===== config.mk =====
export PLATFORM = sky130hd
export DESIGN_NAME = spi_prog_loader
export DESIGN_NICKNAME = d
export VERILOG_FILES = /design/src/rtl/spi_prog_loader.sv
export SDC_FILE = /design/constraint.sdc
export NUM_CORES = 1
export LEC_CHECK = 0
export ABC_AREA = 0
export BUFFER_PORTS_ARGS = -buffer_cell sky130_fd_sc_hd__buf_2
export CORE_MARGIN = 1
export CORE_UTILIZATION = 50
export CTS_CLUSTER_SIZE = 8
export DETAILED_ROUTE_END_ITERATION = 6
export PLACE_DENSITY = 0.67
export SLEW_MARGIN = 0
export SYNTH_ARGS = -nofsm -noshare
export SYNTH_HDL_FRONTEND = slang
export SYNTH_SLANG_ARGS = --single-unit
export TNS_END_PERCENT = 10

===== constraint.sdc =====
create_clock -name cpu_clk -period 3.25 [get_ports cpu_clk]
set_input_delay 0.325 -clock cpu_clk [delete_from_list [all_inputs] [get_ports cpu_clk]]
set_output_delay 0.325 -clock cpu_clk [all_outputs]
set_load 0.1 [all_outputs]

===== src/rtl/spi_prog_loader.sv =====
// SPI master that streams a PLC program into program_memory as header, data words
// and checksum, then compares the checksum the target returns on MISO.
module spi_prog_loader #(
  parameter int PM_ADDR_W = 8,
  parameter int SCK_DIV   = 8
) (
  input  logic                 cpu_clk,
  input  logic                 cpu_resetn,
  input  logic                 start,
  input  logic [PM_ADDR_W-1:0] prog_len,
  input  logic                 src_valid,
  input  logic [31:0]          src_data,
  output logic                 src_ready,
  output logic                 spi_sck,
  output logic                 spi_mosi,
  input  logic                 spi_miso,
  output logic                 busy,
  output logic                 done,
  output logic                 pass,
  output logic [31:0]          rx_checksum
);

  // state  | meaning
  // IDLE   | wait for start      SHIFT | 32 bit cells        GAP    | target settle time
  // FETCH  | await source word   TAIL  | trailing bit cell   FINISH | report pass, pulse done
  typedef enum logic [2:0] {S_IDLE, S_SHIFT, S_GAP, S_FETCH, S_TAIL, S_FINISH} state_t;
  typedef enum logic [1:0] {K_HDR, K_DATA, K_CSUM} kind_t;

  localparam int DIV_W = $clog2(2 * SCK_DIV);
  localparam logic [DIV_W-1:0]   HALF_M1 = DIV_W'(SCK_DIV - 1);
  localparam logic [DIV_W-1:0]   GAP_M1  = DIV_W'(2 * SCK_DIV - 1);
  localparam logic [DIV_W-1:0]   DIV_ONE = DIV_W'(1);
  localparam logic [PM_ADDR_W:0] WC_ONE  = (PM_ADDR_W + 1)'(1);

  state_t               state_q, state_d;
  kind_t                kind_q, kind_d;
  logic [DIV_W-1:0]     div_cnt_q, div_cnt_d;
  logic [5:0]           bits_left_q, bits_left_d;
  logic [PM_ADDR_W:0]   word_cnt_q, word_cnt_d;
  logic [31:0]          shreg_q, shreg_d;
  logic [31:0]          csum_q, csum_d;
  logic [31:0]          rx_q, rx_d;
  logic                 sck_q, sck_d;
  logic                 mosi_q, mosi_d;
  logic                 src_ready_q, src_ready_d;
  logic                 busy_q, busy_d;
  logic                 done_q, done_d;
  logic                 pass_q, pass_d;

  always_comb begin
    state_d     = state_q;
    kind_d      = kind_q;
    div_cnt_d   = div_cnt_q;
    bits_left_d = bits_left_q;
    word_cnt_d  = word_cnt_q;
    shreg_d     = shreg_q;
    csum_d      = csum_q;
    rx_d        = rx_q;
    sck_d       = sck_q;
    mosi_d      = mosi_q;
    src_ready_d = src_ready_q;
    busy_d      = busy_q;
    done_d      = 1'b0;
    pass_d      = pass_q;

    case (state_q)
      S_IDLE: begin
        if (start) begin
          busy_d      = 1'b1;
          pass_d      = 1'b0;
          word_cnt_d  = {1'b0, prog_len} + WC_ONE;
          csum_d      = '0;
          shreg_d     = 32'(prog_len);
          bits_left_d = 6'd32;
          div_cnt_d   = '0;
          kind_d      = K_HDR;
          state_d     = S_SHIFT;
        end
      end
      S_SHIFT, S_TAIL: begin
        if (div_cnt_q != '0) begin
          div_cnt_d = div_cnt_q - DIV_ONE;
        end else if (!sck_q) begin
          sck_d     = 1'b1;
          div_cnt_d = HALF_M1;
          // Checksum bits arrive LSB first, so shift in from the top.
          if (state_q == S_SHIFT && kind_q == K_CSUM) rx_d = {spi_miso, rx_q[31:1]};
        end else if (bits_left_q != 6'd0) begin
          sck_d       = 1'b0;
          mosi_d      = shreg_q[0];
          shreg_d     = {1'b1, shreg_q[31:1]};
          bits_left_d = bits_left_q - 6'd1;
          div_cnt_d   = HALF_M1;
        end else if (state_q == S_TAIL) begin
          state_d = S_FINISH;
          busy_d  = 1'b0;
          done_d  = 1'b1;
          pass_d  = (rx_q == csum_q);
        end else begin
          state_d   = S_GAP;
          div_cnt_d = GAP_M1;
        end
      end
      S_GAP: begin
        if (div_cnt_q != '0) begin
          div_cnt_d = div_cnt_q - DIV_ONE;
        end else if (kind_q == K_CSUM) begin
          shreg_d     = '1;
          bits_left_d = 6'd1;
          state_d     = S_TAIL;
        end else if (kind_q == K_DATA && word_cnt_q == '0) begin
          shreg_d     = csum_q;
          bits_left_d = 6'd32;
          kind_d      = K_CSUM;
          state_d     = S_SHIFT;
        end else begin
          src_ready_d = 1'b1;
          state_d     = S_FETCH;
        end
      end
      S_FETCH: begin
        if (src_valid && src_ready_q) begin
          src_ready_d = 1'b0;
          shreg_d     = src_data;
          csum_d      = csum_q + src_data;
          word_cnt_d  = word_cnt_q - WC_ONE;
          bits_left_d = 6'd32;
          div_cnt_d   = '0;
          kind_d      = K_DATA;
          state_d     = S_SHIFT;
        end
      end
      S_FINISH: state_d = S_IDLE;
      default:  state_d = S_IDLE;
    endcase
  end

  always_ff @(posedge cpu_clk or negedge cpu_resetn) begin
    if (!cpu_resetn) begin
      state_q     <= S_IDLE;
      kind_q      <= K_HDR;
      div_cnt_q   <= '0;
      bits_left_q <= '0;
      word_cnt_q  <= '0;
      shreg_q     <= '0;
      csum_q      <= '0;
      rx_q        <= '0;
      sck_q       <= 1'b1;
      mosi_q      <= 1'b1;
      src_ready_q <= 1'b0;
      busy_q      <= 1'b0;
      done_q      <= 1'b0;
      pass_q      <= 1'b0;
    end else begin
      state_q     <= state_d;
      kind_q      <= kind_d;
      div_cnt_q   <= div_cnt_d;
      bits_left_q <= bits_left_d;
      word_cnt_q  <= word_cnt_d;
      shreg_q     <= shreg_d;
      csum_q      <= csum_d;
      rx_q        <= rx_d;
      sck_q       <= sck_d;
      mosi_q      <= mosi_d;
      src_ready_q <= src_ready_d;
      busy_q      <= busy_d;
      done_q      <= done_d;
      pass_q      <= pass_d;
    end
  end

  assign spi_sck     = sck_q;
  assign spi_mosi    = mosi_q;
  assign src_ready   = src_ready_q;
  assign busy        = busy_q;
  assign done        = done_q;
  assign pass        = pass_q;
  assign rx_checksum = rx_q;

endmodule


==> results.json <==
{
  "fin_tns_setup_ns": 0,
  "diodes": 0,
  "syn_nets": 975,
  "rows": 45,
  "critPathMaxStageDelay_ns": 0.41,
  "core_um2": 15300,
  "synth-simple-area-share_pct": 15.9,
  "power_density_nw_per_um2": 953,
  "die_w_um": 128,
  "area_delta_synth_final_pct": 15.5,
  "worstMarginPinSlew_ns": 0.658,
  "place_inst": 1158,
  "die_height_um": 128,
  "worst_skew_pair.late_latency_ns": 0.42,
  "die_area_um2": 16300,
  "final_cells": 1191,
  "wl_per_cell_um": 17.7,
  "dr.first_iter.drc_count": 489,
  "synth_edf_count": 0,
  "slowest_stage": "dfrtp_1",
  "hpwl_mm": 14.9,
  "nets": 1051,
  "first_pass_iters": 6,
  "finClkSkew_ns": 0.00637,
  "criticalPathCategory": "reg -> reg",
  "drc": 0,
  "syn_avg_cell_area_um2": 8.87,
  "ys_warn_count": 0,
  "required_ns": 3.54,
  "nFillCells": 1406,
  "yosysTopAreaCell": "dfrtp_1",
  "period_share_pct": 84.7,
  "final_max_slew_viol_count": 0,
  "synth_top_family_by_area": "compound AO/OA/AOI/OAI gates",
  "max_clock_freq_ghz": 0.363,
  "cts_buffer_depth": 2,
  "ios": 83,
  "final_cell_area_um2": 9130,
  "cts_max_level": 4,
  "cp_cell_sequence": "ha_1 -> a21oi_1 -> o21ai_0 -> a2111oi_0 -> a21oi_1 -> a21oi_1 -> o21ai_1 -> and4b_1 -> a311oi_1 -> o21ai_1",
  "cts.sinks": 126,
  "hold_violations": 0,
  "crit_path_frequent_cell": "a21oi_1",
  "synth.area.top_cells": "dfrtp_1 (39%), o21ai_0 (7.0%), ha_1 (6.0%)",
  "cts_buffers": 17,
  "period_minus_slack_ns": 2.75,
  "cts_tree": "yes",
  "globalRouteOverflowTotal": 0,
  "synth_flop_cell": "dfrtp_1",
  "synth_fa_ha_area_share_pct": 6.41,
  "routed_via_density": 5.79,
  "ant_nets": 0,
  "status": "finished, final reports clean",
  "cp_num_buf_inv": 0,
  "portBuffers": 82,
  "dp_slack_ns": 0.509,
  "yosysMostFrequentCell": "dfrtp_1",
  "async_flop_share_pct": 100,
  "grt_pass1_wl_mm": 34.3,
  "grt_max_degree": 60,
  "timing.final.ws_setup_ns": 0.499,
  "synth_top_cell_area_share_pct": 39.3,
  "synth_area_um2": 7900,
  "dpl_cell_area_um2": 8520,
  "drv_cap": 0,
  "ys_seq_elements": 126,
  "wirelength_mm": 21.0,
  "synthMuxAreaShare_pct": 4.97,
  "cpLargestDelayFamily": "compound AO/OA/AOI/OAI gates",
  "cp-start-kind": "flop",
  "drive_gt1_share_pct": 18.2,
  "leakagePower_nw": 4.25,
  "clk_pin_slew_ns": 0.06,
  "yosysSeqAreaShare_pct": 39.9,
  "first_global_vias": 6681,
  "setup_violations": 0,
  "total_power_w": 0.00870,
  "ir_worst_vdd_mv": 0.538,
  "root_buffer": "clkbuf_16",
  "cp-end-kind": "flop",
  "worst_ep_arrival_time_ns": 3.04,
  "synthCells": 891,
  "postCtsSetupBuffers": 0,
  "grt_use_total_pct": 27.2,
  "synth_common_cells": "dfrtp_1 (124), nand2_1 (118), o21ai_0 (110)",
  "hold_path.class": "in -> reg",
  "synth_compound_area_share_pct": 22.3,
  "grt_antenna_before_repair": 0,
  "cp_max_fo": 5,
  "slew_headroom_pct": 56.1,
  "vias": 6893,
  "synth.distinct_cells": 61,
  "start_util_pct": 51.6,
  "synth_xor_area_share_pct": 7.09,
  "gp_congestion": 0.855,
  "rsz0062_at_grt": "false"
}
[path summary, 6_finish.rpt]
path	start	end	slack (ns)	cells after the start
min reg2reg	shreg_q[16]	shreg_q[16]	0.48	2
max reg2reg	csum_q[8]	csum_q[29]	0.50	10
min	spi_miso	rx_checksum[31]	0.14	2
min in group asynchronous	cpu_resetn	word_cnt_q[7]	0.49	2
max in group asynchronous	cpu_resetn	shreg_q[23]	2.01	3
max	csum_q[8]	csum_q[29]	0.50	10
[cells by family (layout without fill, tap and decap cells)]
logic type / count (synthesis) / count (layout)
AND/OR/NAND/NOR: 274 / 274
buffers and inverters: 61 / 150
adder cells (fa/ha/maj): 40 / 40
multiplexers: 35 / 35
XOR/XNOR: 64 / 64
AO/OA/AOI/OAI: 291 / 291
flip-flops: 126 / 126
[repair_timing]
action	CTS	global route
hold endpoints to repair	45	0
hold buffers	1	0
gates resized for setup	0	0
[cell type report]
type,instances,area [um2],area share [%]
flip-flops and latches,126,3160,34.6
inverters,17,63.8,0.699
clock inverters,10,111,1.22
multi-input cells,704,4480,49.1
well taps,211,264,2.89
repair buffers,101,571,6.25
clock buffers,22,484,5.30
[metal layers]
metal,vias to the layer above,wire length [um],global-route usage (%)
met5,-,0,0
met4,0,741,12.8
met3,44,1230,5.84
met2,232,9880,43.6
met1,3231,9180,35.2
li1,3386,-,-
[state kept, by name, indices dropped and copies added (netlist names), 2 cells and up]
| register | count |
|---|---|
| bits_left_q | 6 |
| csum_q | 32 |
| div_cnt_q | 4 |
| kind_q | 2 |
| rx_checksum | 32 |
| shreg_q | 32 |
| state_q | 3 |
| word_cnt_q | 9 |
[worst reg2reg max path, cell delays in order, from the launching register on]
cell       delay (ns)
dfrtp_1          0.41
ha_1             0.37
a21oi_1          0.16
o21ai_0          0.13
a2111oi_0        0.30
a21oi_1          0.21
a21oi_1          0.32
o21ai_1          0.16
and4b_1          0.23
a311oi_1         0.26
o21ai_1          0.08
[power breakdown]
group | internal, W | total, W | switching (W)
clock | 0.00121 | 0.00191 | 0.000703
combinational | 0.00167 | 0.00423 | 0.00256
sequential | 0.00206 | 0.00257 | 0.000504
total | 0.00494 | 0.00870 | 0.00376
[metrics by stage]
stage	util (%)	hold slack [ns]
final	59.6	0.145
after global routing	59.6	0.139
after CTS	59.6	0.134
after detailed placement	55.7	0.401
after global placement	55.7	0.401
after floorplan	-	0.0294
[cell usage in the layout (no fill, tap or decap), drive strengths merged, types with 5 or more instances in the layout]
cell type	instances
xor2	21
nand3	13
nor2	52
ha	38
buf	100
o22ai	5
o21a	8
a2bb2oi	23
clkinv	5
o31ai	5
a211oi	5
o21ai	131
clkbuf	22
a22o	5
xnor2	43
a22oi	10
nand2	118
a21o	16
dfrtp	124
nor3	42
and3	8
a21oi	58
a31oi	10
mux2	34
inv	17
nand4	15
No activity file was read; power rests on OpenSTA's default activity.
